--- config.mk ---
export PLATFORM = sky130hd
export DESIGN_NAME = mcadd_module
export DESIGN_NICKNAME = d
export VERILOG_FILES = /design/src/rtl/mcadd_module_pkg.sv /design/src/rtl/mcadd_module_addcin.sv /design/src/rtl/mcadd_module.sv
export SDC_FILE = /design/constraint.sdc
export NUM_CORES = 1
export LEC_CHECK = 0
export ABC_AREA = 1
export CAP_MARGIN = 15
export CORE_UTILIZATION = 46
export CTS_CLUSTER_SIZE = 20
export DETAILED_ROUTE_END_ITERATION = 8
export HOLD_SLACK_MARGIN = 0.08
export PLACE_DENSITY = 0.71
export SYNTH_ARGS = -nofsm -noshare
export SYNTH_HDL_FRONTEND = slang
export SYNTH_SLANG_ARGS = --single-unit
--- constraint.sdc ---
create_clock -name clk -period 2.8 [get_ports clk]
set_input_delay 0.28 -clock clk [delete_from_list [all_inputs] [get_ports clk]]
set_output_delay 0.28 -clock clk [all_outputs]
set_load 0.01 [all_outputs]
--- src/rtl/mcadd_module_pkg.sv ---
// Shared types and defaults for the multi-cycle adder.
// State encodings and default operand/slice widths.
package mcadd_module_pkg;

  localparam int MCADD_WIDTH = 64;
  localparam int MCADD_CHUNK = 16;

  typedef enum logic [1:0] {
    MCADD_IDLE = 2'd0,
    MCADD_RUN  = 2'd1,
    MCADD_DONE = 2'd2
  } mcadd_state_e;

endpackage

--- src/rtl/mcadd_module_addcin.sv ---
// Narrow adder primitive with carry-in.
// The caller widens operands by one bit to recover carry-out.
module addcin_module #(
  parameter int WIDTH = 17
) (
  input  logic [WIDTH-1:0] a,
  input  logic [WIDTH-1:0] b,
  input  logic             cin,
  output logic [WIDTH-1:0] s
);

  assign s = a + b + WIDTH'(cin);

endmodule

--- src/rtl/mcadd_module.sv ---
// Multi-cycle wide add/sub: one CHUNK-bit slice per cycle.
// Optional operand isolation of the slice adder: MCADD_OPIS_EN.
module mcadd_module
  import mcadd_module_pkg::*;
#(
  parameter int WIDTH = MCADD_WIDTH,
  parameter int CHUNK = MCADD_CHUNK
) (
  input  logic             clk,
  input  logic             rst_n,
  input  logic             in_valid,
  output logic             in_ready,
  input  logic [WIDTH-1:0] a,
  input  logic [WIDTH-1:0] b,
  input  logic             cin,
  input  logic             sub,
  output logic             out_valid,
  input  logic             out_ready,
  output logic [WIDTH-1:0] q,
  output logic             cout,
  output logic             busy
);

  localparam int NSLICE = WIDTH / CHUNK;
  localparam int CW = (NSLICE > 1) ? $clog2(NSLICE) : 1;
  localparam logic [CW-1:0] LAST = CW'(NSLICE - 1);

  if (CHUNK < 1 || CHUNK > WIDTH || (WIDTH % CHUNK) != 0) begin : g_bad
    $error("mcadd_module: WIDTH must be a multiple of CHUNK");
  end

  mcadd_state_e state, state_nxt;

  logic [WIDTH-1:0] a_r, b_r, q_r, q_nxt;
  logic             c_r;
  logic [CW-1:0]    cnt;
  logic             last;

  logic [CHUNK:0]   add_a, add_b, sum;
  logic             add_c;

  assign last = (cnt == LAST);

  // State register
  always_ff @(posedge clk) begin
    if (!rst_n) state <= MCADD_IDLE;
    else        state <= state_nxt;
  end

  // Next-state logic
  always_comb begin
    state_nxt = state;
    unique case (state)
      MCADD_IDLE: if (in_valid)  state_nxt = MCADD_RUN;
      MCADD_RUN:  if (last)      state_nxt = MCADD_DONE;
      MCADD_DONE: if (out_ready) state_nxt = MCADD_IDLE;
      default:                   state_nxt = MCADD_IDLE;
    endcase
  end

  // Handshake outputs decoded from the registered state
  always_comb begin
    in_ready  = (state == MCADD_IDLE);
    busy      = (state == MCADD_RUN);
    out_valid = (state == MCADD_DONE);
  end

`ifdef MCADD_OPIS_EN
  assign add_a = {1'b0, a_r[CHUNK-1:0]} & {(CHUNK+1){busy}};
  assign add_b = {1'b0, b_r[CHUNK-1:0]} & {(CHUNK+1){busy}};
  assign add_c = c_r & busy;
`else
  assign add_a = {1'b0, a_r[CHUNK-1:0]};
  assign add_b = {1'b0, b_r[CHUNK-1:0]};
  assign add_c = c_r;
`endif

  addcin_module #(
    .WIDTH(CHUNK + 1)
  ) u_slice (
    .a  (add_a),
    .b  (add_b),
    .cin(add_c),
    .s  (sum)
  );

  // New slice enters at the MSBs; oldest slice ends up at the LSBs
  assign q_nxt = (q_r >> CHUNK)
               | (WIDTH'(sum[CHUNK-1:0]) << (WIDTH - CHUNK));

  // Operand capture, slice shifting, carry ripple and result latch
  always_ff @(posedge clk) begin
    if (!rst_n) begin
      a_r  <= '0;
      b_r  <= '0;
      q_r  <= '0;
      c_r  <= 1'b0;
      cnt  <= '0;
      q    <= '0;
      cout <= 1'b0;
    end else begin
      unique case (state)
        MCADD_IDLE: begin
          if (in_valid) begin
            a_r <= a;
            b_r <= sub ? ~b : b;
            c_r <= cin ^ sub;
            cnt <= '0;
          end
        end
        MCADD_RUN: begin
          a_r <= a_r >> CHUNK;
          b_r <= b_r >> CHUNK;
          q_r <= q_nxt;
          c_r <= sum[CHUNK];
          cnt <= cnt + 1'b1;
          if (last) begin
            q    <= q_nxt;
            cout <= sum[CHUNK];
          end
        end
        default: ;
      endcase
    end
  end

endmodule

==> results.py <==
metrics = {
    "timing": {
        "finalSetupViolations": 0,
        "hold_violations": 0,
        "rsz0062_at_grt": "no",
        "fin_crit_ps": 2560,
        "fmax_ghz": 0.391,
        "tightest_slew_ps": 968,
        "tns_ps": 0,
        "slew_headroom_pct": 35.4,
        "maxSlewViolCount": 0,
        "post-route-period-util_pct": 91.5,
        "clock_skew_ps": 17.4,
    },
    "die": {
        "die-area_um2": 24700,
        "core_um2": 23500,
        "rows": 56,
        "start_util_pct": 47.0,
        "die_h_um": 157,
        "top_level_ports": 202,
        "fp.dieW_um": 157,
    },
    "routing": {
        "drt_first_iter_violations": 591,
        "wl_per_cell_um": 14.6,
        "viasPerCell": 4.93,
        "antenna_left": 0,
        "dr.pass1.iters": 5,
        "routed_wl_mm": 29.0,
        "vias": 9783,
        "drc": 0,
    },
    "setup_path": {
        "crit_family": "buffers and inverters",
        "cp.arrival_ps": 2280,
        "cp_num_buf_inv": 3,
        "cp.required_ps": 2520,
        "worstSetupStartpoint": "state[0]$_SDFFE_PN0P_",
        "startpoint_type": "flop",
        "path_class": "flop to output port",
        "crit_chain": "inv_2 -> nor2_4 -> buf_12 -> clkdlybuf4s50_1",
        "cpPeakStageDelay_ps": 650,
        "path_max_fanout": 137,
        "crit_slowest_cell": "clkdlybuf4s50_1",
        "rr_startpoint": "a_r[0]$_SDFFE_PN0P_",
        "endpoint_kind": "output port",
    },
    "finish": {
        "multi_input_area_um2": 5030,
        "regArea_um2": 4920,
        "syn2layout_area_growth_pct": 26.8,
        "postLayoutCoreUtil_pct": 59.6,
        "fin_nets": 1801,
        "n_antenna_cell": 0,
        "fill_cells": 2191,
        "final_layout_size_suffix_gt1_share_pct": 4.20,
    },
    "cts": {
        "cts-htree-levels": 1,
        "numCtsBuffers": 26,
        "worstSkewPairLatency_ps": 530,
        "path_clk_slew_ps": 60,
        "cts_setup_buffers": 0,
        "cts.path.max_buffers": 3,
        "cts_sinks": 246,
        "tritoncts": "done",
        "cts-root-buf": "clkbuf_16",
    },
    "synth": {
        "syn-num-nets": 1651,
        "yosys-top-cells-area": "dfxtp_1, nand2_1, nor2_1",
        "yosysUniqueCellTypes": 41,
        "netlist.area_leader.share_pct": 44.5,
        "async_flop_share_pct": 0,
        "synth_area_leader_cell": "dfxtp_1",
        "syn_area_per_cell_um2": 7.39,
        "yosysSeqAreaShare_pct": 44.5,
        "synth_common_cells": "nand2_1, dfxtp_1, nor2_1",
        "yosysWarnings": 0,
        "ys_ff_latch": 246,
        "yosysMostFrequentCell": "nand2_1",
        "netlist_area_um2": 11100,
        "synth_edf_count": 0,
        "synthFlopType": "dfxtp_1",
        "netlist_instances": 1499,
    },
    "hold_path": {
        "min_path_type": "input port to flop",
        "min_from": "a[55]",
    },
    "pwr": {
        "seqPwrFrac_pct": 44.6,
        "p_leak_nw": 6.32,
        "comb_power_share_pct": 13.0,
        "intPower_w": 0.00644,
        "switching_power_w": 0.00213,
        "clkPwrFrac_pct": 42.3,
        "power_density_nw_per_um2": 610,
        "p_sw_share_pct": 24.8,
        "peakVddDrop_mv": 0.367,
        "power_w": 0.00857,
    },
    "placement": {
        "gp_congestion": 0.862,
        "port_buffers": 201,
        "dp_hpwl_mm": 19.6,
    },
    "global_route": {
        "antenna_found_initial": 0,
        "grt_pass1_wl_mm": 46.8,
        "grt_util_all_layers_pct": 23.6,
        "grt_pass1_vias": 9205,
        "grt_max_degree": 138,
        "globalRouteOverflowTotal": 0,
    },
    "status": {
        "status": "finished, final reports clean",
    },
    "job": {
        "cap_viol_max_count": 0,
    },
}
[area by class of cell]
class	instances	share of cell area, %
inverter	158	4.28
timing repair buffer	217	15.5
sequential	246	35.1
tap	319	2.84
multi-input combinational	1000	35.8
clock buffer	39	5.49
clock inverter	6	0.954
[metal layers]
layer  global-route usage, %  vias to the layer above  part of all wire, %
met5                       0                        -                    0
met4                    4.16                        0                  1.2
met3                    3.69                       30                  5.8
met2                    40.6                      281                   48
met1                    31.5                     4422                   45
li1                        -                     5050                    -
[per-stage QoR]
stage	setup WS, ps	cell area [um^2]	hold WS [ps]	instances
floorplan	801	11100	421	1499
detailed placement	636	13100	451	1939
CTS	225	14000	309	1985
global placement	693	13100	444	1939
global route	137	14000	327	1985
finish	239	14000	323	1985
[power groups by stage]
stage                     combinational (W)  clock (W)  sequential [W]
after floorplan                    0.000740          0         0.00386
after global placement              0.00110          0         0.00390
after detailed placement            0.00111          0         0.00390
after CTS                           0.00112    0.00368         0.00383
after global routing                0.00125    0.00383         0.00385
final                               0.00112    0.00363         0.00382
[sequential cells by signal, summed over array words and instances, names as in the netlist]
register  cells
cnt           2
q            64
a_r          64
state         2
cout          1
b_r          64
add_c         1
q_r          48
[cells by family (layout without fill, tap and decap cells)]
family                     after synthesis  after routing  share of synthesized area, %
and+or+nand+nor                        635            635                          22.4
AOI/OAI and AO/OA                      276            276                          15.2
buffers and inverters                  253            420                          10.1
DFF                                    246            246                          44.5
xor gates and xnor gates                71             71                          5.62
adders and majority gates               18             18                          2.17
[placed cells by master, fill, tap and decap left out, types with 23 or more instances in the layout]
| master | n |
|---|---|
| clkbuf_16 | 27 |
| nand2_1 | 376 |
| nand3_1 | 34 |
| o221ai_1 | 23 |
| dfxtp_1 | 246 |
| xor2_1 | 40 |
| clkdlybuf4s50_1 | 199 |
| xnor2_1 | 31 |
| nor2_1 | 212 |
| a22oi_1 | 28 |
| o21ai_0 | 93 |
| a21oi_1 | 61 |
| inv_1 | 152 |
[timing repair]
action | CTS | global route
gates resized for setup | 0 | 0
hold endpoints to repair | 3 | 0
hold buffers | 1 | 0
[path summary, 6_finish.rpt]
path	endpoint	slack [ps]	cells after the start
setup / recovery	busy	240	4
hold / removal	a_r[55]$_SDFFE_PN0P_	320	3
setup reg to reg	q_r[56]$_SDFFE_PN0P_	620	11
hold reg to reg	b_r[59]$_SDFFE_PN0P_	460	2
[tightest hold or removal path, cell delays in order]
cell and delay, ps:
clkdlybuf4s50_1 390, nand2_1 60, a21oi_1 60
Power figures use the tool's default switching activity.
